<file path="src/rtl/iter_muldiv_unit_pkg.sv">
// Shared encodings and operand decode helpers for the iterative RV32M/RV64M multiply/divide unit.
package muldiv_pkg;

    localparam logic [2:0] MD_MUL    = 3'b000;
    localparam logic [2:0] MD_MULH   = 3'b001;
    localparam logic [2:0] MD_MULHSU = 3'b010;
    localparam logic [2:0] MD_MULHU  = 3'b011;
    localparam logic [2:0] MD_DIV    = 3'b100;
    localparam logic [2:0] MD_DIVU   = 3'b101;
    localparam logic [2:0] MD_REM    = 3'b110;
    localparam logic [2:0] MD_REMU   = 3'b111;

    typedef enum logic [1:0] {
        IDLE  = 2'd0,
        BUSY  = 2'd1,
        FIXUP = 2'd2,
        DONE  = 2'd3
    } md_state_t;

    function automatic logic is_div(input logic [2:0] op);
        return op[2];
    endfunction

    function automatic logic is_signed_a(input logic [2:0] op);
        return (op == MD_MUL) || (op == MD_MULH) || (op == MD_MULHSU) ||
               (op == MD_DIV) || (op == MD_REM);
    endfunction

    function automatic logic is_signed_b(input logic [2:0] op);
        return (op == MD_MUL) || (op == MD_MULH) || (op == MD_DIV) || (op == MD_REM);
    endfunction

endpackage

</file>
<file path="src/rtl/iter_muldiv_unit_if.sv">
// Request/response bundle between the execute stage and the iterative multiply/divide unit.
interface iter_muldiv_unit_if #(parameter int XLEN = 32);
    logic            in_valid;
    logic            in_ready;
    logic [2:0]      op;
    logic [XLEN-1:0] rs1_data;
    logic [XLEN-1:0] rs2_data;
    logic            kill;
    logic            out_valid;
    logic            out_ready;
    logic [XLEN-1:0] result;
    logic            busy;

    modport master (
        output in_valid, op, rs1_data, rs2_data, kill, out_ready,
        input  in_ready, out_valid, result, busy
    );

    modport slave (
        input  in_valid, op, rs1_data, rs2_data, kill, out_ready,
        output in_ready, out_valid, result, busy
    );
endinterface

</file>
<file path="src/rtl/iter_muldiv_unit_fixup.sv">
// Combinational sign correction, divide-by-zero override and result-half select.
module iter_muldiv_fixup
    import muldiv_pkg::*;
#(
    parameter int XLEN = 32
) (
    input  logic [2:0]      op_i,
    input  logic            neg_a_i,
    input  logic            neg_b_i,
    input  logic            div_zero_i,
    input  logic [XLEN-1:0] hi_i,
    input  logic [XLEN-1:0] lo_i,
    output logic [XLEN-1:0] result_o
);
    logic [2*XLEN-1:0] prod;
    logic [XLEN-1:0]   quo;
    logic [XLEN-1:0]   rem;

    // hi_i/lo_i hold the product for multiplies and remainder/quotient for divides.
    always_comb begin
        prod = {hi_i, lo_i};
        if (neg_a_i ^ neg_b_i) prod = -prod;
        quo = lo_i;
        if (neg_a_i ^ neg_b_i) quo = -lo_i;
        if (div_zero_i) quo = '1;
        rem = neg_a_i ? -hi_i : hi_i;
        case (op_i)
            MD_MUL:                    result_o = prod[XLEN-1:0];
            MD_MULH, MD_MULHSU,
            MD_MULHU:                  result_o = prod[2*XLEN-1:XLEN];
            MD_DIV, MD_DIVU:           result_o = quo;
            default:                   result_o = rem;
        endcase
    end
endmodule

</file>
<file path="src/rtl/iter_muldiv_unit.sv">
// Iterative radix-2 RV32M/RV64M multiply/divide unit with back-pressure and kill.
// Optional ITER_MULDIV_EARLY_OUT_EN: zero operands skip the iteration and finish in 2 cycles.
module iter_muldiv_unit
    import muldiv_pkg::*;
#(
    parameter  int XLEN  = 32,
    localparam int CNT_W = $clog2(XLEN) + 1
) (
    input logic              clk,
    input logic              reset,
    iter_muldiv_unit_if.slave bus
);
    md_state_t       state_q, state_d;
    logic [CNT_W-1:0] cnt_q, cnt_d;
    logic [XLEN-1:0] res_q, res_d;
    logic [2:0]      op_q, op_d;
    logic            sa_q, sa_d, sb_q, sb_d, dz_q, dz_d;
    logic [XLEN-1:0] m_q, m_d, hi_q, hi_d, lo_q, lo_d;

    logic            sa_in, sb_in;
    logic [XLEN-1:0] a_mag_in, b_mag_in, fix_res;
    logic [XLEN:0]   mul_sum, div_shift, div_diff;

    always_comb begin
        sa_in    = is_signed_a(bus.op) & bus.rs1_data[XLEN-1];
        sb_in    = is_signed_b(bus.op) & bus.rs2_data[XLEN-1];
        a_mag_in = sa_in ? -bus.rs1_data : bus.rs1_data;
        b_mag_in = sb_in ? -bus.rs2_data : bus.rs2_data;
        // m_q is the multiplicand for multiplies and the divisor for divides.
        mul_sum   = {1'b0, hi_q} + (lo_q[0] ? {1'b0, m_q} : '0);
        div_shift = {hi_q, lo_q[XLEN-1]};
        div_diff  = div_shift - {1'b0, m_q};
    end

    always_comb begin
        state_d = state_q;
        cnt_d   = cnt_q;
        res_d   = res_q;
        op_d    = op_q;
        sa_d    = sa_q;
        sb_d    = sb_q;
        dz_d    = dz_q;
        m_d     = m_q;
        hi_d    = hi_q;
        lo_d    = lo_q;
        case (state_q)
            IDLE: if (bus.in_valid) begin
                op_d    = bus.op;
                sa_d    = sa_in;
                sb_d    = sb_in;
                dz_d    = (bus.rs2_data == '0);
                hi_d    = '0;
                m_d     = is_div(bus.op) ? b_mag_in : a_mag_in;
                lo_d    = is_div(bus.op) ? a_mag_in : b_mag_in;
                cnt_d   = CNT_W'(XLEN);
                state_d = BUSY;
`ifdef ITER_MULDIV_EARLY_OUT_EN
                if (bus.rs1_data == '0 || bus.rs2_data == '0) begin
                    hi_d    = (is_div(bus.op) && bus.rs2_data == '0) ? a_mag_in : '0;
                    lo_d    = '0;
                    state_d = FIXUP;
                end
`endif
            end
            BUSY: begin
                if (is_div(op_q)) begin
                    hi_d = div_diff[XLEN] ? div_shift[XLEN-1:0] : div_diff[XLEN-1:0];
                    lo_d = {lo_q[XLEN-2:0], ~div_diff[XLEN]};
                end else begin
                    hi_d = mul_sum[XLEN:1];
                    lo_d = {mul_sum[0], lo_q[XLEN-1:1]};
                end
                cnt_d = cnt_q - CNT_W'(1);
                if (cnt_q == CNT_W'(1)) state_d = FIXUP;
            end
            FIXUP: begin
                res_d   = fix_res;
                state_d = DONE;
            end
            DONE: if (bus.out_ready) state_d = IDLE;
            default: state_d = IDLE;
        endcase
        if (bus.kill && state_q != IDLE) state_d = IDLE;
    end

    always_ff @(posedge clk) begin
        if (reset) begin
            state_q <= IDLE;
            cnt_q   <= '0;
            res_q   <= '0;
        end else begin
            state_q <= state_d;
            cnt_q   <= cnt_d;
            res_q   <= res_d;
        end
    end

    always_ff @(posedge clk) begin
        op_q <= op_d;
        sa_q <= sa_d;
        sb_q <= sb_d;
        dz_q <= dz_d;
        m_q  <= m_d;
        hi_q <= hi_d;
        lo_q <= lo_d;
    end

    iter_muldiv_fixup #(.XLEN(XLEN)) u_fixup (
        .op_i      (op_q),
        .neg_a_i   (sa_q),
        .neg_b_i   (sb_q),
        .div_zero_i(dz_q & is_div(op_q)),
        .hi_i      (hi_q),
        .lo_i      (lo_q),
        .result_o  (fix_res)
    );

    assign bus.in_ready  = (state_q == IDLE);
    assign bus.out_valid = (state_q == DONE);
    assign bus.busy      = (state_q != IDLE);
    assign bus.result    = res_q;
endmodule

</file>
<file path="src/flat_wrapper.sv">
// flat-port wrapper written by rule: the top's interface ports become plain ports
module iter_muldiv_unit_flat import muldiv_pkg::*;
#(
    parameter  int XLEN  = 32,
    localparam int CNT_W = $clog2(XLEN) + 1
)
  (clk, reset, bus_in_valid, bus_op, bus_rs1_data, bus_rs2_data, bus_kill, bus_out_ready, bus_in_ready, bus_out_valid, bus_result, bus_busy);
  iter_muldiv_unit_if #(.XLEN(XLEN)) bus_i ();
  input logic clk;
  input logic reset;
  input wire logic [$bits(bus_i.in_valid)-1:0] bus_in_valid;
  input wire logic [$bits(bus_i.op)-1:0] bus_op;
  input wire logic [$bits(bus_i.rs1_data)-1:0] bus_rs1_data;
  input wire logic [$bits(bus_i.rs2_data)-1:0] bus_rs2_data;
  input wire logic [$bits(bus_i.kill)-1:0] bus_kill;
  input wire logic [$bits(bus_i.out_ready)-1:0] bus_out_ready;
  output wire logic [$bits(bus_i.in_ready)-1:0] bus_in_ready;
  output wire logic [$bits(bus_i.out_valid)-1:0] bus_out_valid;
  output wire logic [$bits(bus_i.result)-1:0] bus_result;
  output wire logic [$bits(bus_i.busy)-1:0] bus_busy;
  assign bus_i.in_valid = bus_in_valid;
  assign bus_i.op = bus_op;
  assign bus_i.rs1_data = bus_rs1_data;
  assign bus_i.rs2_data = bus_rs2_data;
  assign bus_i.kill = bus_kill;
  assign bus_i.out_ready = bus_out_ready;
  assign bus_in_ready = bus_i.in_ready;
  assign bus_out_valid = bus_i.out_valid;
  assign bus_result = bus_i.result;
  assign bus_busy = bus_i.busy;
  iter_muldiv_unit #(.XLEN(XLEN)) u_core (.clk(clk), .reset(reset), .bus(bus_i));
endmodule
</file>
<file path="config.mk">
export PLATFORM = sky130hd
export DESIGN_NAME = iter_muldiv_unit_flat
export DESIGN_NICKNAME = d
export VERILOG_FILES = /design/src/rtl/iter_muldiv_unit_pkg.sv /design/src/rtl/iter_muldiv_unit_if.sv /design/src/rtl/iter_muldiv_unit_fixup.sv /design/src/rtl/iter_muldiv_unit.sv /design/src/flat_wrapper.sv
export SDC_FILE = /design/constraint.sdc
export NUM_CORES = 1
export LEC_CHECK = 0
export CAP_MARGIN = 25
export CORE_MARGIN = 5
export CORE_UTILIZATION = 50
export CTS_CLUSTER_SIZE = 30
export DETAILED_ROUTE_END_ITERATION = 16
export GPL_ROUTABILITY_DRIVEN = 0
export PLACE_DENSITY = 0.75
export SYNTH_ARGS = -nofsm -noshare
export SYNTH_HDL_FRONTEND = slang
export SYNTH_SLANG_ARGS = --single-unit
</file>
<file path="constraint.sdc">
create_clock -name clk -period 4.5 [get_ports clk]
set_input_delay 1.125 -clock clk [delete_from_list [all_inputs] [get_ports clk]]
set_output_delay 1.125 -clock clk [all_outputs]
set_load 0.01 [all_outputs]
</file>
==> metrics.cfg <==
[status]
status=complete, no violations

[setup_path]
crit_buf_inv=1
regToRegStartpoint=u_core.lo_q[0]
endpoint_kind=flop
cp.arrival_ns=4.42
cp_top_family=compound AO/OA/AOI/OAI gates
crit_path_max_incr_delay_ns=0.49
path_max_fanout=14
cpMostUsedCell=a211oi_1
crit_chain=inv_1, nor2_1, fa_1, a211oi_1, o2111ai_1, a211oi_1, o2bb2ai_1, a41oi_1, o21ai_0, xnor2_1, nor2_1, a211oi_1
start_kind=flop
r2r_slack_ns=0.36
cp.required_ns=4.77
ff2ff_path_depth=12
worstSetupPathType=reg -> reg
reg2reg_to=u_core.hi_q[29]
cpMaxStageDelayCell=fa_1

[logic_synthesis]
postSynthRegisterBits=142
yosys-top-cells-area=edfxtp_1 22%, mux2i_1 6.7%, ha_1 6.6%
synth_flop_cell=edfxtp_1
synth_top_family_by_area=compound AO/OA/AOI/OAI gates
synth.cell_area_mm2=0.0140
synth-xor-area-share_pct=12.0
async_flop_share_pct=0
synthesis.instances=1736
yosysWarnings=0
yosysSeqAreaShare_pct=27.5
synth_edf_count=102
syn-num-nets=1884
yosys.area.top_type=edfxtp_1
yosysMostFrequentCell=nor2_1
synth.avg_cell_area_um2=8.09
yosysUniqueCellTypes=78
yosys-top-cells-count=182 x nor2_1, 171 x nand2_1, 135 x a21oi_1
yosysTopAreaCellShare_pct=21.8
synthAdderAreaFrac_pct=6.88
synth_compound_area_share_pct=22.3
yosys.area_share.simple_pct=18.9
synthMuxAreaShare_pct=7.82

[finish]
postLayoutCellArea_mm2=0.0162
drive_gt1_share_pct=6.75
area_delta_synth_final_pct=15.1
fin_util_pct=58.2
num-nets-final=1958

[timing]
finalHoldViolations=0
max_slew_margin_pct=30.5
finalClockSkew_ns=0.0142
rsz0062_at_grt=false
finalWorstPathRequiredPeriod_ns=4.14
setup_viol=0
maxSlewViolCount=0
hold_ws_ns=0.438
fin_setup_tns_ns=0
fmax_mhz=241
period_share_pct=92.1
worst_slew_pin_slew_ns=1.04

[cts]
htreeDepth=4
cts_buffers=17
cts_tree=done
clk_latency_ns=0.45
cts_sinks=142
ctsResizeCount=0
cts-root-buf=clkbuf_16
post-cts-setup-buffers=0
clk_pin_slew_ns=0.07
postCtsHoldBufs=0
clockBufferDepth=2

[power]
power_density_mw_per_mm2=780
p_total_uw=12600
p_leak_uw=0.00645
ir_worst_vdd_uv=384

[grt]
antenna_found_initial=0
grt_max_degree=51
overflow=0
track_usage_pct=29.3
grt_pass1_vias=13400
grt_pass1_wl_mm=73.3

[route]
vias=14100
route.detailed.wl_per_inst_um=21.4
viasPerCell=6.42
routed_wl_mm=47.0
drt-pass1-iter-count=6
route.detailed.drc=0
drt-initial-drc-count=1787
final_antenna_net_count=0

[die]
start_util_pct=50.6
die_width_um=178
core_region_area_mm2=0.0278
rows=61
num_io_pins=107
die_h_um=178
die_area_mm2=0.0315

[flow_run]
cap_violations=0

[min_path]
holdPathStages=2
worst_hold_path.endpoint=u_core.bus.result[1]
min_path_type=reg -> reg
hp-start=u_core.bus.result[1]

[place]
place_area_mm2=0.0156
dp_hpwl_mm=36.2
port-buffer-count=106

worst max path at each step:
stage / to / startpoint / cells after the start / slack [ns]
floorplan: u_core.cnt_q[4] / bus_in_valid / 7 / 0.12
global placement: u_core.lo_q[29] / bus_rs2_data[4] / 10 / 0.10
detailed placement: u_core.lo_q[29] / bus_rs2_data[4] / 10 / 0.07
CTS: u_core.hi_q[6] / u_core.lo_q[31] / 14 / 0.40
global route: u_core.hi_q[29] / u_core.lo_q[0] / 12 / 0.16
finish: u_core.hi_q[29] / u_core.lo_q[0] / 12 / 0.36
flip-flops by register name, summed over array words and instances (netlist names):
name and count:
u_core.lo_q 32, u_core.bus.result 32, u_core.dz_q 1, u_core.sb_q 1
u_core.hi_q 32, u_core.state_q 2, u_core.sa_q 1, u_core.cnt_q 6
u_core.m_q 32, u_core.op_q 3
cells in the final DEF (no fill, tap or decap), types with 19 or more instances in the layout:
cell             synthesis  final
a211oi_1                22     22
a21o_1                  32     32
a21oi_1                135    135
a221oi_1                25     25
a31oi_1                 20     20
buf_4                    0     46
clkbuf_16                0     19
clkdlybuf4s50_1          0    105
dfxtp_1                 40     40
edfxtp_1               102    102
ha_1                    74     73
inv_1                   68     67
mux2i_1                 94     94
nand2_1                171    171
nand2b_1                22     22
nor2_1                 182    182
nor3_1                  39     39
o21ai_0                116    116
o31ai_1                 21     21
or3_1                   19     19
xnor2_1                 94     93
xor2_1                  99     97
metrics by stage:
stage | worst slack [ns] | cells
3_3_place_gp | 0.102 | 2168
3_5_place_dp | 0.0741 | 2168
4_1_cts | 0.400 | 2200
2_1_floorplan | 0.116 | 1736
6_report | 0.356 | 2202
5_1_grt | 0.155 | 2201
power by group:
part / total [uW] / switching (uW) / internal [uW]
Sequential: 3020 / 904 / 2120
Combinational: 8180 / 4910 / 3280
Clock: 1410 / 631 / 780
tightest hold or removal path: cells and delay by family, from the launching register on:
kind / cells / cell delay [ns]
flops: 1 / 0.31
simple gates: 2 / 0.09
kinds of logic (layout without fill, tap and decap cells):
group / Yosys count / count (layout)
DFF: 142 / 142
xor gates and xnor gates: 193 / 193
AOI/OAI and AO/OA: 489 / 489
and+or+nand+nor: 560 / 560
muxes: 108 / 108
buffers and inverters: 168 / 255
adders and majority gates: 76 / 76
other: 0 / 1
layout make-up:
| cell class | instances | area, um^2 |
|---|---|---|
| multi-input combinational | 1426 | 9580 |
| inverter | 70 | 263 |
| clock buffer | 20 | 479 |
| clock inverter | 12 | 91.3 |
| sequential | 142 | 3860 |
| fill | 2494 | 11600 |
| antenna | 1 | 2.50 |
| tap | 378 | 473 |
| timing repair buffer | 153 | 1420 |
per-layer routing:
| metal | part of all wire (%) | wire length, um | track usage (%) |
|---|---|---|---|
| met4 | 5.0 | 2370 | 13.5 |
| met2 | 43 | 20400 | 44.8 |
| met5 | 0 | 0 | 0 |
| met1 | 41 | 19200 | 39.3 |
| met3 | 11 | 5060 | 6.75 |
No activity file was read; power rests on OpenSTA's default activity.
